## src/rtl/wb_commit_queue.sv

```systemverilog
// Writeback commit queue: buffers completed MEM-stage results in a 2-entry in-order queue,
// finalises load data at push time and drives the register file write port one entry per cycle.
module wb_commit_queue #(
  parameter int unsigned DATA_W = 32,
  parameter int unsigned REG_AW = 5
) (
  input  logic              clk,
  input  logic              rst,
  input  logic              in_valid,
  output logic              in_ready,
  input  logic              in_reg_write,
  input  logic              in_mem_to_reg,
  input  logic [REG_AW-1:0] in_rd,
  input  logic [DATA_W-1:0] in_alu_result,
  input  logic [DATA_W-1:0] in_mem_data,
  input  logic [1:0]        in_load_size,
  input  logic              in_load_unsigned,
  input  logic              wb_hold,
  input  logic              flush,
  output logic              isWB,
  output logic [REG_AW-1:0] write_reg,
  output logic [DATA_W-1:0] write_data,
  output logic              fwd_valid,
  output logic [REG_AW-1:0] fwd_reg,
  output logic [DATA_W-1:0] fwd_data,
  output logic [31:0]       retired_count
);

  logic              ent_reg_write_q [2];
  logic [REG_AW-1:0] ent_rd_q        [2];
  logic [DATA_W-1:0] ent_data_q      [2];

  logic        head_q, head_d;
  logic        tail_q, tail_d;
  logic [1:0]  count_q, count_d;
  logic [31:0] retired_q, retired_d;

  logic              push, pop, head_valid, head_writes;
  logic [7:0]        ld_byte;
  logic [15:0]       ld_half;
  logic [DATA_W-1:0] push_data;

  // Load alignment and extension happen before the entry is stored.
  always_comb begin
    ld_byte = in_mem_data[7:0];
    unique case (in_alu_result[1:0])
      2'd0: ld_byte = in_mem_data[7:0];
      2'd1: ld_byte = in_mem_data[15:8];
      2'd2: ld_byte = in_mem_data[23:16];
      2'd3: ld_byte = in_mem_data[31:24];
      default: ld_byte = in_mem_data[7:0];
    endcase
    ld_half = in_alu_result[1] ? in_mem_data[31:16] : in_mem_data[15:0];

    unique case (in_load_size)
      2'b01:   push_data = {{(DATA_W-16){~in_load_unsigned & ld_half[15]}}, ld_half};
      2'b10:   push_data = {{(DATA_W-8){~in_load_unsigned & ld_byte[7]}}, ld_byte};
      default: push_data = in_mem_data;
    endcase
    if (!in_mem_to_reg) begin
      push_data = in_alu_result;
    end
  end

  assign in_ready    = (count_q < 2'd2);
  assign head_valid  = (count_q != 2'd0);
  assign push        = in_valid & in_ready;
  assign pop         = head_valid & ~wb_hold;
  assign head_writes = head_valid & ent_reg_write_q[head_q] & (ent_rd_q[head_q] != '0);

  always_comb begin
    head_d    = head_q;
    tail_d    = tail_q;
    count_d   = count_q;
    retired_d = retired_q;
    if (flush) begin
      head_d  = 1'b0;
      tail_d  = 1'b0;
      count_d = 2'd0;
    end else begin
      if (push) begin
        tail_d = ~tail_q;
      end
      if (pop) begin
        head_d    = ~head_q;
        retired_d = retired_q + 32'd1;
      end
      if (push && !pop) begin
        count_d = count_q + 2'd1;
      end else if (pop && !push) begin
        count_d = count_q - 2'd1;
      end
    end
  end

  always_ff @(posedge clk) begin
    if (rst) begin
      head_q    <= 1'b0;
      tail_q    <= 1'b0;
      count_q   <= 2'd0;
      retired_q <= 32'd0;
      for (int i = 0; i < 2; i++) begin
        ent_reg_write_q[i] <= 1'b0;
        ent_rd_q[i]        <= '0;
        ent_data_q[i]      <= '0;
      end
    end else begin
      head_q    <= head_d;
      tail_q    <= tail_d;
      count_q   <= count_d;
      retired_q <= retired_d;
      if (push && !flush) begin
        ent_reg_write_q[tail_q] <= in_reg_write;
        ent_rd_q[tail_q]        <= in_rd;
        ent_data_q[tail_q]      <= push_data;
      end
    end
  end

  // The write port is not gated by flush: the head write in the flush cycle still lands.
  always_comb begin
    isWB       = head_writes & ~wb_hold;
    write_reg  = head_valid ? ent_rd_q[head_q] : '0;
    write_data = head_valid ? ent_data_q[head_q] : '0;
    fwd_valid  = head_writes;
    fwd_reg    = write_reg;
    fwd_data   = write_data;
  end

  assign retired_count = retired_q;

endmodule

```

## config.mk

```make
export PLATFORM = sky130hd
export DESIGN_NAME = wb_commit_queue
export DESIGN_NICKNAME = d
export VERILOG_FILES = /design/src/rtl/wb_commit_queue.sv
export SDC_FILE = /design/constraint.sdc
export NUM_CORES = 1
export LEC_CHECK = 0
export ABC_AREA = 1
export CELL_PAD_IN_SITES_DETAIL_PLACEMENT = 1
export CELL_PAD_IN_SITES_GLOBAL_PLACEMENT = 2
export CORE_ASPECT_RATIO = 1.25
export CORE_MARGIN = 2
export CORE_UTILIZATION = 27
export DETAILED_ROUTE_END_ITERATION = 7
export PLACE_DENSITY = 0.87
export SYNTH_ARGS = -nofsm -noshare
export SYNTH_HDL_FRONTEND = slang
export SYNTH_SLANG_ARGS = --single-unit
```

## constraint.sdc

```tcl
create_clock -name clk -period 3.68 [get_ports clk]
set_clock_uncertainty 0.05 [all_clocks]
set_input_delay 1.104 -clock clk [delete_from_list [all_inputs] [get_ports clk]]
set_output_delay 1.104 -clock clk [all_outputs]
set_load 0.02 [all_outputs]
```

Word level (Yosys, flattened, before mapping) --
Memory sizes are Yosys's and may differ from the RTL's. A register that Yosys moved wholly into a read port is not among the register bits. Cells that the tools add are included.
Operators by class: $add $sub $neg 3, magnitude comparators 1, eq/ne operators 5, muxes and demuxes 28, bitwise gates (word level) 12, reductions and logical operators 15
Operators by type and width (number):
- 32-bit two-way mux | 3
- 32-bit one-hot mux with 2 select lines | 1
- 32-bit by 1-bit adder with 32-bit output (second input constant) | 1
- 8-bit one-hot mux with 4 select lines | 1
- 32-bit OR reduction | 1
- 1-bit two-way mux | 18
- 16-bit two-way mux | 1
- 5-bit two-way mux | 2
- 1-bit AND | 7
- 2-bit equality test (second input constant) | 3
- 1-bit NOT | 5
- 5-bit nonzero test | 1
- 5-bit OR reduction | 1
- 2-bit by 1-bit equality test with 1-bit output (second input constant) | 2
- 2-bit two-way mux | 2
- 2-bit nonzero test | 2
- 1-bit logical AND | 3
- 1-bit logical NOT | 3
- 2-bit by 1-bit adder with 2-bit output (second input constant) | 1
- 2-bit logical NOT | 1
- 2-bit less-than comparator (second input constant) | 1
- 2-bit AND reduction | 1
- 2-bit OR reduction | 1
- 2-bit by 1-bit subtractor with 2-bit output (second input constant) | 1
- 1-bit OR reduction | 1
Storage, ports and cells: bits in registers 36, bits in writable memories 76, input bits 79, output and inout port bits 109, word-level logic and storage cells 71, memories 3
Memory list:
- ent_data_q | words 2, width 32, rd ports 1, clocked after memory_dff 1, wr ports 2, RTL line 31 | logic [DATA_W-1:0] ent_data_q [2];
- ent_rd_q | words 2, width 5, rd ports 1, clocked after memory_dff 1, wr ports 2, RTL line 30 | logic [REG_AW-1:0] ent_rd_q [2];
- ent_reg_write_q | words 2, width 1, rd ports 1, clocked after memory_dff 1, wr ports 2, RTL line 29 | logic ent_reg_write_q [2];

Depth between registers and ports, before layout --
depth after elaboration 8, depth in mapped cells 10, mapped depth without buffers 10

Least setup slack after synthesis --
Ideal clock, no wire load.
path type input -> register, start point input rst, end point memory ent_data_q[0][0] (enable), arrival 2739 ps, data required time 3234 ps, slack 496 ps, stages 8, path buffers 3, path through buf_4 -> nor2_4 -> inv_1 -> nor3_2 -> inv_2 -> buf_4 -> buf_6 -> nand2_1
RTL lines:
- start: declaration | RTL line 8 | input logic rst,
- end: declaration | RTL line 31

==> run_results.csv <==
group,metric,value,unit
outcome,status,"finished clean",
min_path,min_path_type,"reg2reg",
finish,nFillCells,2947,
cts,cts_buffers,17,
route,wirelength,21800,µm
cts,hold_buffers,0,
pwr,pwr-share-seq,38.9,%
route,antenna_left,0,
pwr,switching_share,28.5,%
placed_design,dp_hpwl,16400,µm
cts,cts-root-buf,"clkbuf_16",
timing,maxSlewHeadroom,14.0,%
critical_path,cp_cell_sequence,"buf_6 > nand2_1 > a21oi_1 > clkdlybuf4s50_1",
pwr,p_sw,0.00104,W
yosys,synthArstFlopShare,0,%
timing,fin_tns_setup,0,ns
die,die_area,26100,µm²
yosys,yosys-top-cells-count,"nand2_1, a21oi_1, inv_1, nor2_1, edfxtp_1",
cts,cts-htree-levels,4,
timing,final.period_utilization,94.9,%
critical_path,start_kind,"flip-flop",
timing,finalHoldViolCount,0,
route,drtIter0Drc,215,
yosys,synth_nets,942,
yosys,yosys_most_used_dff,"edfxtp_1",
run,max_cap_violations,0,
critical_path,path_delay_family,"buffers and inverters",
route,via_per_inst,4.62,
critical_path,crit_required,2.53,ns
cts,clk_transition_reported_paths,0.06,ns
cts,clk_latency,0.42,ns
global_routing,grt_pass1_wl,35300,µm
cts,cts.path.max_buffers,2,
die,core,24400,µm²
timing,rsz0062_at_grt,"false",
die,die_x,145,µm
finish,area_growth,38.7,%
die,die_h,180,µm
global_routing,grt_antenna_before_repair,0,
pwr,combPwrFrac,15.6,%
critical_path,cp_slowest_cell,"clkdlybuf4s50_1",
finish,drive_gt1_share,9.48,%
pwr,vdd_drop_max,0.230,mV
yosys,syn_inst,859,
placed_design,gp_congestion,0.851,
pwr,leakagePower,3.61,nW
route,wire_per_inst,16.1,µm
route,drc,0,
cts,cts-resized-gates,2,
die,initial_core_util,27.4,%
route,first_pass_iters,4,
pwr,power.internal,0.00261,W
finish,fin_util,38.0,%
finish,nets,1093,
global_routing,groute.usage.overall,17.5,%
yosys,synth-seq-area-share,45.2,%
critical_path,critPathCaptureType,"output port",
yosys,yosysMostFrequentCell,"nand2_1",
global_routing,grt_pass1_vias,6630,
critical_path,cp_num_buf_inv,2,
global_routing,grt_max_degree,39,
timing,whs,0.416,ns
timing,slew_violations,0,
yosys,synthTopCellsByArea,"edfxtp_1, nand2_1, dfxtp_1",
cts,tritoncts,"built",
timing,tightestPinTransition,1.29,ns
global_routing,grt_overflow,0,
yosys,yosys_warnings,0,
cts,cts_sinks,113,
critical_path,cp_data_arrival_time,2.34,ns
pwr,p_per_area,393,nW/µm²
critical_path,path_max_fanout,32,
pwr,clock_power_share,45.5,%
yosys,synth.top_cell.area_share,34.1,%
yosys,synth_edf_count,76,
yosys,synth_top_cell_by_area,"edfxtp_1",
critical_path,path_class,"reg2out",
timing,min_period,3.49,ns
die,rows,64,
yosys,syn_area,6690,µm²
finish,n_antenna_cell,0,
critical_path,max_stage_delay,0.68,ns
yosys,ys_types,42,
timing,setup_violations,0,
yosys,yosys_register_bits,113,
timing,fmax,286,MHz
placed_design,io_buffers,187,
yosys,synth.avg_cell_area,7.79,µm²
cts,post_cts_buffers,0,
die,pin_count,188,
route,num_vias,6252,
-- path summary, 6_finish.rpt --
check	start	to	slack [ns]	cells past startpoint
hold / removal	head_q	head_q	0.42	1
setup / recovery	flip-flop	fwd_data[22]	0.19	4
setup reg to reg	count_q[1]	retired_count[12]	1.66	8
hold reg to reg	head_q	head_q	0.42	1
-- power groups by stage --
| stage | Clock [W] | Combinational (W) | Sequential (W) |
|---|---|---|---|
| floorplan | 0 | 0.000319 | 0.00144 |
| global placement | 0 | 0.000567 | 0.00144 |
| detailed placement | 0 | 0.000575 | 0.00145 |
| CTS | 0.00170 | 0.000578 | 0.00142 |
| global route | 0.00175 | 0.000622 | 0.00142 |
| finish | 0.00166 | 0.000570 | 0.00142 |
-- flip-flops by register name, summed over array words and instances, names as in the netlist, named ones only --
name / flops
retired_count: 32
head_q: 1
ent_rd_q: 10
ent_data_q: 64
tail_q: 1
count_q: 2
ent_reg_write_q: 2
-- per-layer routing --
metal  part of all wire, %  track usage [%]
met1                    41             19.5
met2                    53             32.3
met3                   3.7             3.25
met4                   2.6             6.33
met5                     0                0
-- layout by cell type, fill, tap and decap left out, types with 5 or more instances in the layout --
cell and count:
a22o_1 13, nor2_4 6, clkbuf_16 17, nand2_1 222
dfxtp_1 37, edfxtp_1 76, o21ai_0 23, nand3_1 19
inv_1 91, nand2_2 8, inv_8 5, buf_4 15
nand4_1 9, inv_2 8, nor2_2 7, a21oi_2 5
inv_6 7, nor2_1 83, a21oi_1 128, clkdlybuf4s50_1 183
o22ai_1 6
-- cell families (layout without fill, tap and decap cells) --
family,count (synthesis),in the layout,share of synthesized area (%)
and+or+nand+nor,372,372,24.3
AOI/OAI and AO/OA,190,190,15.8
buffers and inverters,174,338,13.2
DFF,113,113,45.2
xor gates and xnor gates,5,5,0.655
adders and majority gates,4,4,0.748
muxes,1,1,0.150
-- cell type report --
type	instances	area [µm²]	share of cell area (%)
clock inverters	15	163	1.75
inverters	99	372	4.00
flip-flops and latches	113	3020	32.6
repair buffers	207	2080	22.4
well taps	330	413	4.45
multi-input cells	572	2810	30.2
clock buffers	17	425	4.58
-- worst reg2reg max path, stage by stage, from the launching register on --
cell and delay [ns]:
dfxtp_1 0.41, nor2_4 0.06, buf_4 0.22, nor2_4 0.16, nand2_1 0.29, nor2_2 0.29
nand4_1 0.17, o21ai_0 0.20, nor2_1 0.05
-- stage by stage --
stage | setup slack [ns] | area [µm²] | power [W] | cells
floorplan | 0.496 | 6690 | 0.00176 | 859
global placement | 0.142 | 8660 | 0.00201 | 1321
detailed placement | 0.0390 | 8660 | 0.00202 | 1321
CTS | 0.00476 | 9260 | 0.00370 | 1353
global route | 0.0291 | 9280 | 0.00379 | 1353
finish | 0.187 | 9280 | 0.00365 | 1353
(Power assumes the default switching activity.)
